==> config.mk <==
export PLATFORM = sky130hd
export DESIGN_NAME = clause_shift_bank
export DESIGN_NICKNAME = d
export VERILOG_FILES = /design/src/rtl/clause_pkg.sv /design/src/rtl/shift_lane.sv /design/src/rtl/clause_shift_bank.sv
export SDC_FILE = /design/constraint.sdc
export NUM_CORES = 1
export LEC_CHECK = 0
export BUFFER_PORTS_ARGS = -buffer_cell sky130_fd_sc_hd__buf_2
export CORE_ASPECT_RATIO = 1.2
export CORE_MARGIN = 1
export CORE_UTILIZATION = 49
export CTS_CLUSTER_DIAMETER = 50
export DETAILED_ROUTE_END_ITERATION = 7
export GPL_TIMING_DRIVEN = 0
export MAX_ROUTING_LAYER = met4
export PLACE_DENSITY = 0.9
export SYNTH_ARGS = -nofsm -noshare
export SYNTH_HDL_FRONTEND = slang
export SYNTH_SLANG_ARGS = --single-unit
==> constraint.sdc <==
create_clock -name clk -period 1.85 [get_ports clk]
set_input_delay 0.0925 -clock clk [delete_from_list [all_inputs] [get_ports clk]]
set_output_delay 0.0925 -clock clk [all_outputs]
set_load 0.01 [all_outputs]
==> src/rtl/clause_pkg.sv <==
// Shared types and default sizing for the clause shift bank.
// Latency: n/a (declarations only).
// Backpressure: n/a.
package clause_pkg;

    // Controller states.
    typedef enum logic [1:0] {
        IDLE  = 2'd0,
        SHIFT = 2'd1,
        DONE  = 2'd2
    } state_e;

    // Default geometry: bits per lane and lanes (literals) per clause.
    localparam int W_DEF = 8;
    localparam int C_DEF = 3;

endpackage

==> src/rtl/shift_lane.sv <==
// One W-bit lane: parallel load, or right shift with rotate / serial fill.
// Latency: parallel load and shifts take effect on the next clock edge.
// Backpressure: shifts only when en is high; otherwise contents are held.
module shift_lane #(
    parameter int W = 8
) (
    input  logic         clk,
    input  logic         reset,
    input  logic         en,
    input  logic         rot,
    input  logic         sin,
    input  logic         par_ld,
    input  logic [W-1:0] par_in,
    output logic [W-1:0] q,
    output logic         sout
);

    // Bit 0 is what the consumer sees; it is shifted out first.
    assign sout = q[0];

    // Load wins over shift; in rotate mode bit 0 re-enters at the MSB.
    always_ff @(posedge clk or posedge reset) begin
        if (reset) begin
            q <= '0;
        end else if (par_ld) begin
            q <= par_in;
        end else if (en) begin
            q <= {(rot ? q[0] : sin), q[W-1:1]};
        end
    end

endmodule

==> src/rtl/clause_shift_bank.sv <==
// C-lane clause register with a serialising burst controller (IDLE/SHIFT/DONE).
// Latency: first sout_valid one cycle after start; done one cycle after last accepted shift.
// Backpressure: sout_ready low in SHIFT stalls the lanes and the burst counter.
module clause_shift_bank
    import clause_pkg::*;
#(
    parameter int W  = W_DEF,
    parameter int C  = C_DEF,
    parameter int LW = $clog2(W + 1)
) (
    input  logic           clk,
    input  logic           reset,
    input  logic           load,
    input  logic [C*W-1:0] par_in,
    input  logic           start,
    input  logic [LW-1:0]  len,
    input  logic           rot,
    input  logic [C-1:0]   sin,
    output logic [C-1:0]   sout,
    output logic           sout_valid,
    input  logic           sout_ready,
    output logic           busy,
    output logic           done,
    output logic [C*W-1:0] q
);

    state_e         state;
    logic [LW-1:0]  count;
    logic           rot_r;
    logic [LW-1:0]  len_clamped;
    logic           par_ld;
    logic           start_acc;
    logic           shift_en;

    // Bursts longer than a lane are pointless; clamping to W makes a full
    // rotate an identity on the stored clause.
    assign len_clamped = (len > LW'(W)) ? LW'(W) : len;

    // Load and start are only honoured when idle, and load takes priority.
    assign par_ld     = (state == IDLE) && load;
    assign start_acc  = (state == IDLE) && !load && start;
    assign shift_en   = (state == SHIFT) && sout_ready;

    assign sout_valid = (state == SHIFT);
    assign busy       = (state != IDLE);
    assign done       = (state == DONE);

    // Burst controller: latch mode and length on start, count accepted shifts.
    always_ff @(posedge clk or posedge reset) begin
        if (reset) begin
            state <= IDLE;
            count <= '0;
            rot_r <= 1'b0;
        end else begin
            case (state)
                IDLE: begin
                    if (start_acc) begin
                        rot_r <= rot;
                        count <= len_clamped;
                        state <= (len_clamped == '0) ? DONE : SHIFT;
                    end
                end
                SHIFT: begin
                    if (shift_en) begin
                        count <= count - LW'(1);
                        if (count == LW'(1)) begin
                            state <= DONE;
                        end
                    end
                end
                DONE: begin
                    state <= IDLE;
                end
                default: begin
                    state <= IDLE;
                end
            endcase
        end
    end

    // One lane per literal, all shifting in lock-step.
    for (genvar i = 0; i < C; i++) begin : g_lane
        shift_lane #(
            .W (W)
        ) u_lane (
            .clk    (clk),
            .reset  (reset),
            .en     (shift_en),
            .rot    (rot_r),
            .sin    (sin[i]),
            .par_ld (par_ld),
            .par_in (par_in[i*W +: W]),
            .q      (q[i*W +: W]),
            .sout   (sout[i])
        );
    end

endmodule

# Word-level counts from Yosys, hierarchy flattened
# Index checks and enable logic that the tools add are counted.
[word_totals] in_bits=37 latch_bits=0 output_inout_bits=30 mem_count=0 romBits=0 ram_bits=0 regBits=31 word_cells=45
[op_classes] n_mul=0 n_eq_ne=6 n_mux=18 n_shift=0 n_lt_le_gt_ge=1 add_sub_neg=1 n_div=0 reduce_logical=13 bitwise=0
[ops] cell="8-bit two-way mux" count=6
[ops] cell="4-bit two-way mux" count=3
[ops] cell="2-bit two-way mux" count=4
[ops] cell="4-bit case mux with 2 select lines" count=1
[ops] cell="3-bit AND reduction" count=2
[ops] cell="2-bit nonzero test" count=3
[ops] cell="4-bit by 1-bit == test with 1-bit output, second input constant" count=1
[ops] cell="4-bit > comparator, second input constant" count=1
[ops] cell="1-bit logical AND" count=4
[ops] cell="4-bit zero test" count=1
[ops] cell="2-bit by 1-bit != test with 1-bit output, second input constant" count=2
[ops] cell="2-bit case mux with 2 select lines" count=1
[ops] cell="4-bit by 1-bit subtractor with 4-bit output, second input constant" count=1
[ops] cell="1-bit two-way mux" count=3
[ops] cell="2-bit by 1-bit == test with 1-bit output, second input constant" count=1
[ops] cell="2-bit == test, second input constant" count=1
[ops] cell="2-bit zero test" count=1
[ops] cell="2-bit != test, second input constant" count=1
[ops] cell="2-bit AND reduction" count=1
[ops] cell="1-bit zero test" count=1

# Longest topological paths before layout
# Gate-level depths: netlist (run 1).
[logic_depth] ltp_word=6 ltp_mapped=6 ltp_nobuf=5

# By module
# Synthesis (run 1) repeated with hierarchy kept, for this count alone.
[hier_totals] hier_cells=158 hier_area_um2=1659.1
[modules_own_cells] module="shift_lane" cells_per_inst=38 seq_area_each_um2=200.2 area_per_inst_um2=401.6 n_inst=3
[modules_own_cells] module="clause_shift_bank" cells_per_inst=44 seq_area_each_um2=175.2 area_per_inst_um2=454.2 n_inst=1

# Least setup slack after synthesis (run 1)
# Ideal clock, no wire load.
[synth_timing] path_type="register to register" from="register state[0]" to="register g_lane[0].u_lane.q[6]" arrival_time_ns=1.581 path_slack_ns=0.144 setup_time_ns=0.125 path_stages_with_launch=6 n_path_buf=2 cell_sequence="dfrtp_1 > buf_6 > nor3b_4 > buf_6 > mux2_2 > mux2_2"
[synth_between] elab_chain_cells=3
[synth_lines] element="start: declaration" line_no="clause_shift_bank.sv:27" source="state_e state;"
[synth_lines] element="start signal: assignment" line_no="clause_shift_bank.sv:60" source="state <= (len_clamped == '0) ? DONE : SHIFT;"
[synth_lines] element="2-bit by 1-bit == test with 1-bit output / 2-bit zero test (equally long branches)" line_no="clause_shift_bank.sv:42, clause_shift_bank.sv:40"
[synth_lines] element="1-bit logical AND, on equally long branches" line_no="clause_shift_bank.sv:42, clause_shift_bank.sv:40"
[synth_lines] element="2-bit nonzero test (no source line) / 8-bit two-way mux (equally long branches)"
[synth_lines] element="end signal: assignment" line_no="shift_lane.sv:26" source="q <= par_in;"
[synth_lines] element="end signal: assignment" line_no="shift_lane.sv:28" source="q <= {(rot ? q[0] : sin), q[W-1:1]};"
[synth_lines] element="end: declaration" line_no="shift_lane.sv:14" source="output logic [W-1:0] q,"
# Several ways; a longest one is shown, not always the timed one.
# A chain may end at the register's enable or synchronous reset.

# Final worst setup path (run 1)
[layout_timing] from="register state[1]" to="register g_lane[2].u_lane.q[5]"
[layout_between] elab_chain_cells=3
[layout_lines] element="2-bit by 1-bit == test with 1-bit output / 2-bit zero test (equally long branches)" line_no="clause_shift_bank.sv:42, clause_shift_bank.sv:40"
[layout_lines] element="1-bit logical AND, on equally long branches" line_no="clause_shift_bank.sv:42, clause_shift_bank.sv:40"
[layout_lines] element="2-bit nonzero test (no source line) / 8-bit two-way mux (equally long branches)"
[layout_lines] element="end signal: assignment" line_no="shift_lane.sv:26"
[layout_lines] element="end signal: assignment" line_no="shift_lane.sv:28"
[layout_lines] element="end: declaration" line_no="shift_lane.sv:14"
# Several ways; a longest one is shown, not always the timed one.

==> results of run 1 <==
## final cells by class
type                       instances  area (µm²)
clock inverter                     1        5.00
tap                               37        46.3
multi-input combinational         90         861
fill                             268        1160
sequential                        31         776
timing repair buffer              68         345
buffer                            13         101
clock buffer                       6        82.6
inverter                           5        18.8
## flip-flops by register name (all words and copies together), names as in the netlist
signal and count:
g_lane.u_lane.q 24, count 4, state 2, rot_r 1
## power by group through the flow
stage	clock network, mW	logic (mW)	registers [mW]
detailed placement	0	2.05	1.30
CTS	0.536	2.09	1.30
global route	0.568	2.24	1.34
global placement	0	1.98	1.28
floorplan	0	1.37	1.36
finish	0.520	2.07	1.30
## logic make-up after synthesis
group,count (synthesis),share of synthesized area
AOI/OAI and AO/OA,15,0.0613
adders and majority gates,2,0.0142
buffers and inverters,18,0.0684
DFF,31,0.442
muxes,53,0.338
and+or+nand+nor,20,0.0769
## placed cells by master, fill, tap and decap left out, types with 2 or more instances in the layout
master      n
a22oi_1     2
o2bb2ai_1   2
mux2_2     45
o31ai_1     2
mux2i_1     3
inv_1       4
mux2_1      5
clkbuf_8    6
buf_2      69
dfrtp_1    31
ha_1        2
buf_6       3
buf_4       9
nand2b_1    3
nand2_1     5
a21oi_1     3
nor3b_1     2
o21ai_0     2
## metrics by stage
step	power, mW	std cells	util	hold WS (ps)
after floorplan	2.73	139	-	196
after global routing	4.15	251	0.658	47.3
final	3.89	251	0.658	23.2
after detailed placement	3.36	242	0.628	297
after global placement	3.26	242	0.628	307
after CTS	3.92	251	0.658	15.8
## critical path: cells and delay by family, from the launching register on
family	cells	cell delay (ps)
AND/OR/NAND/NOR	1	320
multiplexers	2	620
flip-flops	1	360
buffers and inverters	2	380
## path summary, 6_finish.rpt
path                                  startpoint                     to  slack, ps  depth (start not counted)
setup / recovery                        state[1]  g_lane[2].u_lane.q[5]         60                          5
hold / removal                               rot                  rot_r         20                          3
setup reg to reg                        state[1]  g_lane[2].u_lane.q[5]         60                          5
hold reg to reg            g_lane[1].u_lane.q[1]  g_lane[1].u_lane.q[1]        510                          1
max in group asynchronous                  reset  g_lane[1].u_lane.q[4]       1050                          2
min in group asynchronous                  reset               count[0]        110                          2
## repair_timing
item                       4_1_cts  5_1_grt
setup endpoints to repair       18        2
hold endpoints to repair         0        0
setup buffers                    2        0
resized for setup                0        0
pin swaps                        1        1
## layer usage
| layer | GRT usage | share of wire | routed length, µm | vias to the layer above |
|---|---|---|---|---|
| li1 | - | - | - | 649 |
| met1 | 0.246 | 0.42 | 1590 | 637 |
| met2 | 0.382 | 0.51 | 1900 | 57 |
| met3 | 0.0460 | 0.058 | 216 | 7 |
| met4 | 0.0750 | 0.013 | 48 | 0 |
| met5 | - | 0 | 0 | - |
==> flow_summary_export.csv, run 1 <==
group,metric,value,unit
outcome,status,"finished, violations left",
outcome,violations,"DRC",
power_and_ir_drop,powerDensity,1740,nW/µm²
synthesis,ys_seq_elements,31,
die,num_rows,23,
critical_path,cp_data_arrival_time,1950,ps
critical_path,path_max_fanout,10,
synthesis,netlist_instances,139,
synthesis,yosys.area.top_type,"dfrtp_1",
clocking,cts_tree,"yes",
critical_path,cp_slowest_cell,"dfrtp_1",
global_route,grt_usage,0.217,
timing,post-route-period-util,0.965,
synthesis,dominantRegCellSynth,"dfrtp_1",
clocking,cts.clk_slew.worst_paths,60,ps
timing,rsz0062_at_grt,"false",
power_and_ir_drop,p_switching,1.39,mW
synthesis,synth_edf_count,0,
critical_path,required,2010,ps
place,place_hpwl,2.82,mm
die,die_x,56.7,µm
synthesis,async_flop_share,1.00,
synthesis,synthTopCellsByCount,"mux2_2 (45), dfrtp_1 (31), buf_4 (7), mux2_1 (5), nand2_1 (5)",
clocking,insertion_delay,270,ps
timing,setup_tns,0,ps
critical_path,path_cells,"buf_4 > nor3b_4 > buf_6 > mux2_2 > mux2_2",
timing,setup_violations,0,
global_route,grt_pass1_wl,6.03,mm
global_route,globalRouteOverflowTotal,0,
power_and_ir_drop,leakagePower,1.10,nW
place,numPortBuffers,66,
timing,slew_violations,0,
place,pre_cts_slack,-25.4,ps
timing,worst_pin_slew,1150,ps
power_and_ir_drop,p_seq_frac,0.334,
critical_path,crit_type,"reg -> reg",
timing,finalHoldViolations,0,
hold_path,hp-class,"in -> reg",
place,place_area,2130,µm²
critical_path,slowest_delay,360,ps
global_route,first_global_vias,1316,
global_route,grt_max_degree,32,
synthesis,synth_top_area_share,0.442,
timing,skew,3.11,ps
power_and_ir_drop,pwr-share-clk,0.134,
clocking,numCtsBuffers,5,
critical_path,cp-end-kind,"register",
place,routabilityCongestion,0.853,
synthesis,syn_area_per_cell,12.6,µm²
global_route,antenna_found_initial,0,
synthesis,yosysMostFrequentCell,"mux2_2",
synthesis,synth_nets,178,
timing,slew_headroom,0.229,
die,die_height,67.6,µm
die,io_pins,67,
synthesis,yosysUniqueCellTypes,32,
critical_path,crit_top_cell,"mux2_2",
synthesis,netlist_area,1760,µm²
routing,wl_per_cell,14.9,µm
synthesis,synth_warnings,0,
timing,fmax,0.560,GHz
routing,viasPerCell,5.38,
routing,drt-initial-drc-count,64,
flow_run,max_cap_viol_count,0,
synthesis,synth_area_leaders,"dfrtp_1 (44%), mux2_2 (29%), mux2_1 (3.2%), buf_4 (3.0%), buf_6 (1.9%)",
routing,vias,1350,
routing,finalWirelength,3.75,mm
critical_path,crit_path_start_kind,"register",
clocking,cts_buffer_depth,2,
power_and_ir_drop,p_sw_frac,0.358,
die,dieArea,3830,µm²
routing,drc,8,
clocking,htreeDepth,2,
clocking,cts-root-buf,"clkbuf_8",
die,start_util,0.517,
power_and_ir_drop,power.internal,2.50,mW
power_and_ir_drop,power.share.combinational,0.532,
routing,ant_nets,0,
final_layout,design_area,2240,µm²
power_and_ir_drop,ir_drop,1.02,mV
final_layout,num-nets-final,253,
timing,setup_slack,64.6,ps
routing,first_pass_iters,6,
final_layout,n_antenna_cell,0,
die,core,3400,µm²
timing,final.min_clock_period,1790,ps
clocking,hold_buffers,0,
synthesis,yosysSeqAreaShare,0.442,
clocking,cts_num_sinks,31,
final_layout,drive_gt1_frac,0.640,
final_layout,syn2layout_area_growth,27.3,%
Note: power is estimated with default switching activity, not from simulation.
==> run 2, diff against run 1 <==
- ABC_AREA: not set -> 1
- CORE_UTILIZATION: 49 -> 48
- PLACE_DENSITY: 0.9 -> 0.89
- TNS_END_PERCENT: not set -> 30
==> run 2 against run 1 <==
  * The run now ends clean
  * Sequential share of layout area increased by 0.90 points
  * Global-route usage up 2.1 points
  * Die area fell by 0.31%
  * Register-to-register slack improved by 480 ps
  * Critical path depth is 2 lower
  * First-iteration DRC count grew 25%
  * Total power down 4.8%
  * Non-clock buffer count is the same
  * Wire length increased by 8.7%
  * Via count rose by 28%
  * Sequential power about the same
  * Worst setup slack better by 470 ps
  * Critical path type is now reg -> out
  * Critical endpoint is now sout_valid
==> flow_summary_export.csv, run 2 <==
group,metric,value,unit
synthesis,async_flop_share,1.00,
timing,skew,7.59,ps
power_and_ir_drop,powerDensity,1700,nW/µm²
clocking,cts_num_sinks,31,
power_and_ir_drop,leakagePower,1.24,nW
clocking,insertion_delay,290,ps
critical_path,crit_type,"reg -> out",
global_route,grt_usage,0.238,
timing,holdWs,45.1,ps
die,die_height,67.5,µm
routing,wl_per_cell,11.8,µm
synthesis,synth_edf_count,0,
clocking,cts_buffer_depth,2,
final_layout,n_antenna_cell,0,
routing,first_pass_iters,4,
synthesis,yosysSeqAreaShare,0.452,
synthesis,yosysUniqueCellTypes,18,
place,place_hpwl,3.04,mm
synthesis,netlist_area,1720,µm²
timing,finalHoldViolations,0,
die,io_pins,67,
place,routabilityCongestion,0.851,
die,start_util,0.509,
die,num_rows,23,
final_layout,final_cell_mix,"nand2_1 (73), buf_2 (70), dfrtp_1 (31)",
timing,post-route-period-util,0.711,
timing,slew_violations,0,
final_layout,drive_gt1_frac,0.306,
clocking,hold_buffers,0,
timing,setup_violations,0,
synthesis,yosys.area.top_type,"dfrtp_1",
final_layout,ff_latch_area,776,µm²
routing,viasPerCell,5.04,
timing,final.min_clock_period,1320,ps
synthesis,synth_warnings,0,
global_route,grt_max_degree,32,
clocking,cts.clk_slew.worst_paths,70,ps
critical_path,cp_data_arrival_time,1220,ps
critical_path,required,1760,ps
global_route,globalRouteOverflowTotal,0,
critical_path,path_max_fanout,5,
synthesis,synth_area_leaders,"dfrtp_1 (45%), nand2_1 (16%), nor2_1 (6.3%), a21oi_1 (5.0%), inv_1 (4.8%)",
clocking,cts-root-buf,"clkbuf_8",
die,core,3370,µm²
timing,setup_tns,0,ps
flow_run,max_cap_viol_count,0,
final_layout,num-nets-final,346,
synthesis,ys_seq_elements,31,
hold_path,hp-class,"in -> reg",
final_layout,multi_input_area,728,µm²
clocking,htreeDepth,2,
critical_path,slowest_delay,460,ps
place,pre_cts_slack,552,ps
final_layout,final_core_util,0.647,
routing,drt-initial-drc-count,80,
final_layout,largest_reg_flops,24,
final_layout,final_common_cell,"nand2_1",
clocking,post_cts_buffers,0,
final_layout,syn2layout_area_growth,27.1,%
die,dieArea,3820,µm²
routing,finalWirelength,4.07,mm
critical_path,path_cells,"inv_1 > nor2_1 > buf_2",
critical_path,cp-end-kind,"primary output",
clocking,cts_resized,0,
final_layout,regMostFlops,"g_lane.u_lane.q",
global_route,antenna_found_initial,0,
critical_path,crit_family,"flip-flops",
critical_path,crit_buf_inv,2,
synthesis,synthTopCellsByCount,"nand2_1 (73), dfrtp_1 (31), nor2_1 (29), inv_1 (22), a21oi_1 (17)",
routing,vias,1734,
synthesis,synth_top_area_share,0.452,
synthesis,netlist_instances,234,
synthesis,syn_area_per_cell,7.33,µm²
routing,ant_nets,0,
critical_path,crit_path_start_kind,"register",
power_and_ir_drop,ir_drop,1.07,mV
synthesis,synth_nets,273,
critical_path,cp_slowest_cell,"dfrtp_1",
place,numPortBuffers,66,
final_layout,fillers,307,
timing,setup_slack,534,ps
die,die_x,56.6,µm
routing,drc,0,
outcome,status,"completed",
timing,slew_headroom,0.245,
synthesis,yosysMostFrequentCell,"nand2_1",
global_route,first_global_vias,1549,
timing,rsz0062_at_grt,"false",
power_and_ir_drop,finalPower,3.70,mW
global_route,grt_pass1_wl,6.70,mm
clocking,cts_tree,"yes",
clocking,numCtsBuffers,5,
timing,fmax,0.760,GHz
timing,worst_pin_slew,1130,ps
synthesis,dominantRegCellSynth,"dfrtp_1",
final_layout,top_regs,"g_lane.u_lane.q (24), count (4), state (2)",
[run 2: cell count changes after synthesis, sizes merged, moves of 2 or more]
| cell | change |
|---|---|
| o31ai | -2 |
| nand2 | +70 |
| nor2 | +29 |
| mux2i | -3 |
| nand2b | -3 |
| o2bb2ai | -2 |
| a21oi | +14 |
| inv | +19 |
| nor3b | -3 |
| a22oi | -2 |
| nand3 | +15 |
| o21ai | +22 |
| mux2 | -50 |
| buf | +2 |
[run 2: worst register-to-register path, cell delays in order, from the launching register on]
cell	delay, ps
dfrtp_1	410
inv_1	160
nand3_2	130
nand2_2	180
buf_6	170
nor2_1	60
a21oi_1	120
[run 2: stage by stage]
stage               cell area [µm²]  instances
floorplan                      1720        234
detailed placement             2090        337
global placement               2090        337
finish                         2180        344
global route                   2180        344
CTS                            2180        344
[run 2: cells by family (layout without fill, tap and decap cells)]
kind of cell / after synthesis / in the layout / share of synthesized area
adder cells (fa/ha/maj): 2 / 2 / 0.0146
flip-flops: 31 / 31 / 0.452
AND/OR/NAND/NOR: 121 / 121 / 0.290
AO/OA/AOI/OAI: 41 / 41 / 0.120
buffers and inverters: 39 / 112 / 0.123
[run 2: path summary, 6_finish.rpt]
kind / startpoint / endpoint / slack [ps] / cells past startpoint
worst max-delay path: state[0] / sout_valid / 530 / 3
worst max register to register: state[1] / g_lane[2].u_lane.q[4] / 540 / 6
worst min register to register: g_lane[1].u_lane.q[7] / g_lane[1].u_lane.q[7] / 520 / 2
min in group asynchronous: reset / g_lane[1].u_lane.q[2] / 90 / 2
worst min-delay path: par_in[10] / g_lane[1].u_lane.q[2] / 50 / 3
max in group asynchronous: reset / count[2] / 1070 / 2
[run 2: where the power goes]
part / switching, mW / total, mW / internal [mW]
sequential: 0.293 / 1.31 / 1.02
clock: 0.248 / 0.539 / 0.291
combinational: 1.06 / 1.85 / 0.796
[run 2: cell type report]
class | count | share of cell area
plain buffers | 15 | 0.0557
clock buffers | 6 | 0.0379
clock inverters | 1 | 0.00230
inverters | 24 | 0.0413
multi-input cells | 164 | 0.334
flip-flops and latches | 31 | 0.356
well taps | 37 | 0.0212
repair buffers | 66 | 0.152
[run 2: per-layer routing]
metal  share of wire  track usage  up-vias
met5               0            -        -
met4           0.019        0.113        0
met3           0.055       0.0536        7
met2            0.50        0.403       66
met1            0.42        0.269      789
li1                -            -      872
